[src/rtl/cikis_paketleyici_if.sv]
// rtl/cikis_paketleyici_if.sv - upstream word and downstream byte handshake bundle
interface cikis_paketleyici_if;
   logic        etkin_i;
   logic [23:0] pixel_i;
   logic        stal_o;
   logic [7:0]  veri_o;
   logic        gecerli_o;
   logic        hazir_i;

   modport slave (
      input  etkin_i,
      input  pixel_i,
      input  hazir_i,
      output stal_o,
      output veri_o,
      output gecerli_o
   );

   modport master (
      output etkin_i,
      output pixel_i,
      output hazir_i,
      input  stal_o,
      input  veri_o,
      input  gecerli_o
   );
endinterface

[src/rtl/cikis_paketleyici.sv]
// rtl/cikis_paketleyici.sv - result word buffer and MSB-first byte serialiser
module cikis_paketleyici #(
   parameter int DERINLIK = 8,
   parameter int SAYAC_W  = 17
) (
   input  logic               clk_i,
   input  logic               rstn_i,
   input  logic               basla_i,
   input  logic [1:0]         bayt_sayisi_i,
   input  logic [SAYAC_W-1:0] beklenen_i,
   cikis_paketleyici_if.slave bus,
   output logic               bitti_o
);
   localparam int AW = $clog2(DERINLIK);
   localparam logic [AW-1:0]      PTR_BIR   = AW'(1);
   localparam logic [AW:0]        SAYI_BIR  = (AW+1)'(1);
   localparam logic [AW:0]        ESIK      = (AW+1)'(DERINLIK - 1);
   localparam logic [AW:0]        DOLU      = (AW+1)'(DERINLIK);
   localparam logic [SAYAC_W-1:0] SAYAC_BIR = SAYAC_W'(1);

   typedef enum logic {BOSTA, CALIS} durum_t;

   durum_t             durum;
   logic [23:0]        mem [DERINLIK];
   logic [AW-1:0]      yaz_ptr;
   logic [AW-1:0]      oku_ptr;
   logic [AW:0]        doluluk;
   logic [1:0]         bs_r;
   logic [SAYAC_W-1:0] bek_r;
   logic [SAYAC_W-1:0] kabul_sayac;
   logic [SAYAC_W-1:0] cikan_sayac;
   logic [23:0]        bas_kelime;
   logic [1:0]         k_r;
   logic [23:0]        fifo_bas;
   logic               it;
   logic               cek;
   logic               aktarim;
   logic               son_aktarim;
   logic               is_bitti;

   function automatic logic [7:0] bayt_sec(input logic [23:0] w, input logic [1:0] k);
      case (k)
         2'd2:    bayt_sec = w[23:16];
         2'd1:    bayt_sec = w[15:8];
         default: bayt_sec = w[7:0];
      endcase
   endfunction

   // One word of slack: the word taken on the edge where stal rises still has a slot.
   assign bus.stal_o  = (durum == CALIS) && (doluluk >= ESIK);
   assign fifo_bas    = mem[oku_ptr];
   assign aktarim     = bus.gecerli_o && bus.hazir_i;
   assign son_aktarim = aktarim && (k_r == 2'd0);
   assign is_bitti    = son_aktarim && ((cikan_sayac + SAYAC_BIR) == bek_r);
   // Words past the job length are still consumed upstream but never stored.
   assign it  = (durum == CALIS) && !basla_i && bus.etkin_i && !bus.stal_o
                && (kabul_sayac != bek_r);
   // Load the serialiser when idle or on the last byte edge so words run back to back.
   assign cek = (durum == CALIS) && !basla_i && (doluluk != '0)
                && (!bus.gecerli_o || son_aktarim) && !is_bitti;

   // FIFO storage, written only on accepted words.
   always_ff @(posedge clk_i) begin
      if (it) begin
         mem[yaz_ptr] <= bus.pixel_i;
      end
   end

   // Job control, FIFO pointers, serialiser and counters.
   always_ff @(posedge clk_i or negedge rstn_i) begin
      if (!rstn_i) begin
         durum         <= BOSTA;
         yaz_ptr       <= '0;
         oku_ptr       <= '0;
         doluluk       <= '0;
         bs_r          <= 2'd1;
         bek_r         <= '0;
         kabul_sayac   <= '0;
         cikan_sayac   <= '0;
         bas_kelime    <= '0;
         k_r           <= '0;
         bus.veri_o    <= '0;
         bus.gecerli_o <= 1'b0;
         bitti_o       <= 1'b0;
      end else begin
         bitti_o <= 1'b0;
         if (basla_i) begin
            bs_r          <= (bayt_sayisi_i == 2'd0) ? 2'd1 : bayt_sayisi_i;
            bek_r         <= beklenen_i;
            yaz_ptr       <= '0;
            oku_ptr       <= '0;
            doluluk       <= '0;
            kabul_sayac   <= '0;
            cikan_sayac   <= '0;
            k_r           <= '0;
            bus.gecerli_o <= 1'b0;
            if (beklenen_i == '0) begin
               bitti_o <= 1'b1;
               durum   <= BOSTA;
            end else begin
               durum   <= CALIS;
            end
         end else if (durum == CALIS) begin
            if (it) begin
               yaz_ptr     <= yaz_ptr + PTR_BIR;
               kabul_sayac <= kabul_sayac + SAYAC_BIR;
            end
            if (cek) begin
               oku_ptr <= oku_ptr + PTR_BIR;
            end
            if (it && !cek) begin
               doluluk <= doluluk + SAYI_BIR;
            end else if (cek && !it) begin
               doluluk <= doluluk - SAYI_BIR;
            end
            if (cek) begin
               bas_kelime    <= fifo_bas;
               k_r           <= bs_r - 2'd1;
               bus.veri_o    <= bayt_sec(fifo_bas, bs_r - 2'd1);
               bus.gecerli_o <= 1'b1;
            end else if (aktarim) begin
               if (k_r != 2'd0) begin
                  k_r        <= k_r - 2'd1;
                  bus.veri_o <= bayt_sec(bas_kelime, k_r - 2'd1);
               end else begin
                  bus.gecerli_o <= 1'b0;
               end
            end
            if (son_aktarim) begin
               cikan_sayac <= cikan_sayac + SAYAC_BIR;
            end
            if (is_bitti) begin
               bitti_o <= 1'b1;
               durum   <= BOSTA;
            end
         end
      end
   end

   // The stal threshold leaves a free slot, so a push into a full FIFO is a design error.
   a_dolu_yazma : assert property (@(posedge clk_i) disable iff (!rstn_i) it |-> (doluluk != DOLU));

endmodule

[src/flat_wrapper.sv]
// flat-port wrapper written by rule: the top's interface ports become plain ports
module cikis_paketleyici_flat 
#(
   parameter int DERINLIK = 8,
   parameter int SAYAC_W  = 17
)
  (clk_i, rstn_i, basla_i, bayt_sayisi_i, beklenen_i, bitti_o, bus_etkin_i, bus_pixel_i, bus_hazir_i, bus_stal_o, bus_veri_o, bus_gecerli_o);
  cikis_paketleyici_if bus_i ();
  input  logic clk_i;
  input  logic rstn_i;
  input  logic basla_i;
  input  logic [1:0] bayt_sayisi_i;
  input  logic [SAYAC_W-1:0] beklenen_i;
  output logic bitti_o;
  input wire logic [$bits(bus_i.etkin_i)-1:0] bus_etkin_i;
  input wire logic [$bits(bus_i.pixel_i)-1:0] bus_pixel_i;
  input wire logic [$bits(bus_i.hazir_i)-1:0] bus_hazir_i;
  output wire logic [$bits(bus_i.stal_o)-1:0] bus_stal_o;
  output wire logic [$bits(bus_i.veri_o)-1:0] bus_veri_o;
  output wire logic [$bits(bus_i.gecerli_o)-1:0] bus_gecerli_o;
  assign bus_i.etkin_i = bus_etkin_i;
  assign bus_i.pixel_i = bus_pixel_i;
  assign bus_i.hazir_i = bus_hazir_i;
  assign bus_stal_o = bus_i.stal_o;
  assign bus_veri_o = bus_i.veri_o;
  assign bus_gecerli_o = bus_i.gecerli_o;
  cikis_paketleyici #(.DERINLIK(DERINLIK), .SAYAC_W(SAYAC_W)) u_core (.clk_i(clk_i), .rstn_i(rstn_i), .basla_i(basla_i), .bayt_sayisi_i(bayt_sayisi_i), .beklenen_i(beklenen_i), .bus(bus_i), .bitti_o(bitti_o));
endmodule
[config.mk]
export PLATFORM = sky130hd
export DESIGN_NAME = cikis_paketleyici_flat
export DESIGN_NICKNAME = d
export VERILOG_FILES = /design/src/rtl/cikis_paketleyici_if.sv /design/src/rtl/cikis_paketleyici.sv /design/src/flat_wrapper.sv
export SDC_FILE = /design/constraint.sdc
export NUM_CORES = 1
export LEC_CHECK = 0
export BUFFER_PORTS_ARGS = -buffer_cell sky130_fd_sc_hd__buf_2
export CAP_MARGIN = 10
export CORE_MARGIN = 2
export CORE_UTILIZATION = 55
export CTS_BUF_LIST = sky130_fd_sc_hd__clkbuf_16
export CTS_CLUSTER_DIAMETER = 150
export CTS_CLUSTER_SIZE = 16
export DETAILED_ROUTE_END_ITERATION = 10
export PLACE_DENSITY_LB_ADDON = 0.2
export SLEW_MARGIN = 20
export SYNTH_ARGS = -nofsm -noshare
export SYNTH_HDL_FRONTEND = slang
export SYNTH_SLANG_ARGS = --single-unit
[constraint.sdc]
create_clock -name clk_i -period 3.48 [get_ports clk_i]
set_clock_uncertainty 0.05 [all_clocks]
set_input_delay 0.174 -clock clk_i [delete_from_list [all_inputs] [get_ports clk_i]]
set_output_delay 0.174 -clock clk_i [all_outputs]
set_load 0.02 [all_outputs]
Yosys cells after proc, flatten, opt, wreduce, memory -nomap -nowiden. Memories as Yosys holds them, arrays and structs flattened. Cells that the tools add are included.

Register bits: 100. Memory bits (writable): 192. Input bits: 48. Memories: 1.

Add/sub/neg operators: 8. Order comparisons: 1. Eq/ne operators: 7. Muxes and demuxes: 42. Bitwise operators: 1. Reduce and logical (&&, ||, !) cells: 42.

Memory list: u_core.mem (depth 8, width 24, rd ports 1, clocked after Yosys merged registers in 0, wr ports 1, RTL line cikis_paketleyici.sv:24) `logic [23:0] mem [DERINLIK];`.

Operators with widths (count): $mux W17 (6); $add A17 B1 Y17 const B (2); $pmux W8 S2 (2); $mux W8 (3); $mux W3 (6); $eq A17 B17 Y1 (1); $logic_not A17 Y1 (1); $ne A17 B17 Y1 (1); $mux W4 (4); $mux W1 (15); $reduce_bool A2 Y1 (7); $logic_and A1 B1 Y1 (13); $mux W2 (6); $reduce_and A3 Y1 (3); $reduce_bool A3 Y1 (3); $reduce_and A2 Y1 (4); $add A3 B1 Y3 const B (2); $logic_not A1 Y1 (6); $add A4 B1 Y4 const B (1); $eq A2 B1 Y1 const B (2); $eq A2 B2 Y1 const B (2); $ge A4 B3 Y1 const B (1); $logic_not A2 Y1 (2); $reduce_and A4 Y1 (1); 6 further kinds (7).

Logic depth before layout (Yosys ltp).
Word-level depth: 11. Depth in mapped cells: 19. Gate-level depth less buffers: 16.

Worst setup path before layout. No wires, ideal clock.

Kind: register to register. From: register u_core.bek_r[3]. To: memory u_core.mem[5][0], enable pin. Data arrival time: 3.349 ns. Slack: -0.360 ns. Stages on the path, launching flop included: 9. Path buffers: 2. Clock period less this slack: 3.840 ns. Cell sequence: dfrtp_1 > clkbuf_1 > xnor2_1 > nand3_1 > nor3_1 > a21oi_2 > clkbuf_1 > nand2_1 > nor3b_1.

Longest elaborated chain between the ends: 4.

RTL lines: start: declaration (RTL line cikis_paketleyici.sv:29) `logic [SAYAC_W-1:0] bek_r;`; start signal: assignment (RTL line cikis_paketleyici.sv:89) `bek_r <= beklenen_i;`; $ne A17 B17 Y1 (RTL line cikis_paketleyici.sv:57) `&& (kabul_sayac != bek_r);`; $logic_and A1 B1 Y1 (RTL line cikis_paketleyici.sv:57); $mux W1 (RTL line cikis_paketleyici.sv:64) `if (it) begin`; $mux W1 (not written as such) (RTL line cikis_paketleyici.sv:65) `mem[yaz_ptr] <= bus.pixel_i;`; end: declaration (RTL line cikis_paketleyici.sv:24).

No other way between the ends.

Worst setup path after layout.
From: register u_core.cikan_sayac[0]. To: register u_core.doluluk[3].

Longest elaborated chain between the ends: 10.

RTL lines: start: declaration (RTL line cikis_paketleyici.sv:31) `logic [SAYAC_W-1:0] cikan_sayac;`; start signal: assignment (RTL line cikis_paketleyici.sv:130) `cikan_sayac <= cikan_sayac + SAYAC_BIR;`; $add A17 B1 Y17 * (RTL line cikis_paketleyici.sv:54) `assign is_bitti = son_aktarim && ((cikan_sayac + SAYAC_BIR) == bek_r);`; $eq A17 B17 Y1 * (RTL line cikis_paketleyici.sv:54); $logic_and A1 B1 Y1 * (RTL line cikis_paketleyici.sv:54); $logic_not A1 Y1 * (RTL line cikis_paketleyici.sv:60) `&& (!bus.gecerli_o || son_aktarim) && !is_bitti;`; $logic_and A1 B1 Y1 * (RTL line cikis_paketleyici.sv:60); $logic_not A1 Y1 (RTL line cikis_paketleyici.sv:111) `if (it && !cek) begin`; $logic_and A1 B1 Y1 (RTL line cikis_paketleyici.sv:111); $mux W4 (RTL line cikis_paketleyici.sv:111); $mux W4 (RTL line cikis_paketleyici.sv:103) `end else if (durum == CALIS) begin`; $mux W4 (RTL line cikis_paketleyici.sv:87) `if (basla_i) begin`; end signal: assignment (RTL line cikis_paketleyici.sv:112) `doluluk <= doluluk + SAYI_BIR;`; end signal: assignment (RTL line cikis_paketleyici.sv:114) `doluluk <= doluluk - SAYI_BIR;`; end: declaration (RTL line cikis_paketleyici.sv:27) `logic [AW:0] doluluk;`.

Mark *: on every way between the ends. The rest lies on a longest branch, timed or not. The select of a mux whose other input is x is not followed. A chain may end at the register's enable or synchronous reset.

==> results.cfg <==
[die]
die_x_um = 156
die_h_um = 156
core_area_um2 = 22600
start_util_pct = 56.1
dieArea_um2 = 24300
rows = 55
pin_count = 59

[sta]
tightest_slew_ns = 0.729
maxSlewHeadroom_pct = 51.4
fin_crit_sh_pct = 95.8
hold_viol_final = 0
min_period_ns = 3.33
worst_slack_ns = 0.147
drv_slew = 0
setup-violations-final = 0
final.setup.tns_ns = 0
fmax_ghz = 0.300

[placed_design]
dpl.hpwl_um = 17100
dp_slack_ns = 0.0571
portBuffers = 58
routabilityCongestion = 0.852

[global_route]
antenna_found_initial = 0
grt_pass1_vias = 7429
track_usage_pct = 22.6
grt_overflow = 0
busiest_layer = met2
use_met3_pct = 3.25
grt_max_degree = 63
met2_usage_pct = 37.2
use_met1_pct = 32.2
grt_pass1_wl_um = 41700

[synth]
synth_flop_cell = edfxtp_1
synthArstFlopShare_pct = 34.2
synth.distinct_cells = 54
yosysSeqAreaShare_pct = 65.1
synthMuxAreaShare_pct = 14.9
synthAdderAreaFrac_pct = 1.24
synth_compound_area_share_pct = 4.65
synth_top_family_by_area = multiplexers
synth_cells = 829
synth_edf_count = 192
yosys_warnings = 0
synth_nets = 889
syn_area_um2 = 12700
ys_ff_latch = 292
synth-simple-area-share_pct = 7.55
synth.avg_cell_area_um2 = 15.3
synthXorXnorAreaFrac_pct = 4.61

[critical_path]
critPathMaxFanout = 5
crit_top_cell = nand2_1
slowest_stage = dfrtp_2
end_kind = flop
cp-start-kind = flop
worstPathRequired_ns = 3.85
rrSetupSlack_ns = 0.15
cp.arrival_ns = 3.70
reg2reg_depth = 15
crit_family = compound AO/OA/AOI/OAI gates
cpPeakStageDelay_ns = 0.41
worst-path-buf-inv = 0
cp_cell_sequence = ha_4 > nand3_1 > or2_1 > o21a_1 > or3_1 > a21boi_1 > o211ai_2 > nand2_4 > nand2_1 > ha_1 > a21o_1 > a21oi_2 > xnor2_1 > nand2_1 > a32o_1
path_class = reg2reg
rr_startpoint = u_core.cikan_sayac[0]
r2r-end = u_core.doluluk[3]

[drt]
num_vias = 7285
drc = 0
wl_per_cell_um = 21.7
first_pass_iters = 4
drt-total-wl_um = 26800
drt_iter0_markers = 447
postRouteAntennaNets = 0
viasPerCell = 5.89

[cts]
cts-root-buf = clkbuf_16
cts_buffers = 22
clkSinkCount = 292
htreeDepth = 1
cts.clk_slew.worst_paths_ns = 0.08
cts_tree = done
clock_path_buffers = 3
insertion_delay_ns = 0.53

[worst_hold_path]
holdPathStages = 5
min_from = bus_hazir_i
hold_path.class = in2reg
holdPathEnd = u_core.bus.gecerli_o

[cells_and_area]
drive_above_1_share_pct = 25.7
final_common_cell = edfxtp_1
num_antenna_cells = 0
final_cell_mix = 192 x edfxtp_1, 88 x dfrtp_1, 57 x buf_2, 54 x mux2_2, 53 x nor2_1
area_growth_pct = 14.8
finalNetCount = 996

[status]
status = completed

[run]
cap_violations = 0

[pwr]
p_leak_uw = 0.00530
powerDensity_nw_per_um2 = 614
ir_drop_uv = 376
## through the flow
step	power, µW	instances	area (µm²)	utilization (%)	hold WS [ns]
final	8950	1236	14600	64.4	0.176
after global routing	9370	1236	14600	64.4	0.189
after CTS	9010	1233	14500	64.2	0.164
after detailed placement	6630	1149	13400	59.3	0.221
after global placement	6530	1149	13400	59.3	0.217
after floorplan	5960	829	12700	-	-0.172
## kinds of logic (layout without fill, tap and decap cells)
group,after synthesis,after routing
simple gates,189,189
flops,292,292
mux,122,122
fa+ha+maj,12,12
buf+inv,57,179
compound gates,91,91
xor+xnor,66,66
## Yosys cell counts, types with 11 or more instances
master	instances	area share [%]
ha_1	11	1.1
edfxtp_1	192	45
mux2i_1	19	1.5
o21ai_0	24	0.95
xnor2_1	38	2.6
nand4_1	12	0.59
nor3_1	11	0.43
mux4_2	48	8.5
dfrtp_1	99	20
nor2_1	55	1.6
xor2_1	27	1.9
mux2_2	54	4.8
nand2_1	36	1.1
clkbuf_1	28	0.83
a21oi_1	20	0.79
nand3_1	22	0.87
## per-layer routing
layer | part of all wire, % | vias to the layer above
met5 | 0 | -
met4 | 2.3 | 0
met3 | 4.1 | 39
met2 | 49 | 161
met1 | 45 | 3729
li1 | - | 3356
## worst register-to-register path: stages, from the launching register on
cell and delay, ns:
dfrtp_2 0.41, ha_4 0.17, nand3_1 0.11, or2_1 0.28
o21a_1 0.21, or3_1 0.34, a21boi_1 0.16, o211ai_2 0.17
nand2_4 0.10, nand2_1 0.10, ha_1 0.29, a21o_1 0.19
a21oi_2 0.14, xnor2_1 0.13, nand2_1 0.10, a32o_1 0.28
## registers in the layout, summed over array words and instances (netlist names)
register / cells
u_core.bas_kelime: 24
u_core.bek_r: 17
u_core.bitti_o: 1
u_core.bs_r: 2
u_core.bus.gecerli_o: 1
u_core.bus.veri_o: 8
u_core.cikan_sayac: 17
u_core.doluluk: 4
u_core.durum: 1
u_core.k_r: 2
u_core.kabul_sayac: 17
u_core.mem: 192
u_core.oku_ptr: 3
u_core.yaz_ptr: 3
## cell type report
type	count	area, µm²
clock inverters	17	103
clock buffers	22	551
flip-flops and latches	292	8290
repair buffers	130	983
inverters	10	37.5
fillers	1586	8060
well taps	285	357
multi-input cells	480	4260
## worst max-delay path by stage
| stage | from | endpoint | slack [ns] | depth (start not counted) |
|---|---|---|---|---|
| 6_report | u_core.cikan_sayac[0] | u_core.doluluk[3] | 0.15 | 15 |
| 5_1_grt | u_core.cikan_sayac[0] | u_core.doluluk[3] | -0.005 | 15 |
| 4_1_cts | u_core.cikan_sayac[1] | u_core.doluluk[3] | 0.06 | 15 |
| 3_5_place_dp | u_core.cikan_sayac[1] | u_core.doluluk[3] | 0.06 | 16 |
| 3_3_place_gp | u_core.cikan_sayac[1] | u_core.doluluk[3] | 0.21 | 15 |
| 2_1_floorplan | u_core.bek_r[3] | u_core.mem[5][0] | -0.36 | 8 |
## power by group
| part | internal [µW] | switching (µW) | leakage, µW | total, µW |
|---|---|---|---|---|
| registers | 4050 | 306 | 0.00299 | 4360 |
| logic | 1120 | 1130 | 0.00194 | 2260 |
| clock network | 1160 | 1180 | 0.000369 | 2340 |
| total | 6340 | 2610 | 0.00530 | 8950 |
## repair_timing
action / 4_1_cts / 5_1_grt
hold endpoints to repair: 270 / 0
setup buffers: 0 / 3
setup endpoints to repair: 0 / 1
gates resized for setup: 0 / 11
hold buffers: 45 / 0
No activity file was read; power rests on OpenSTA's default activity.
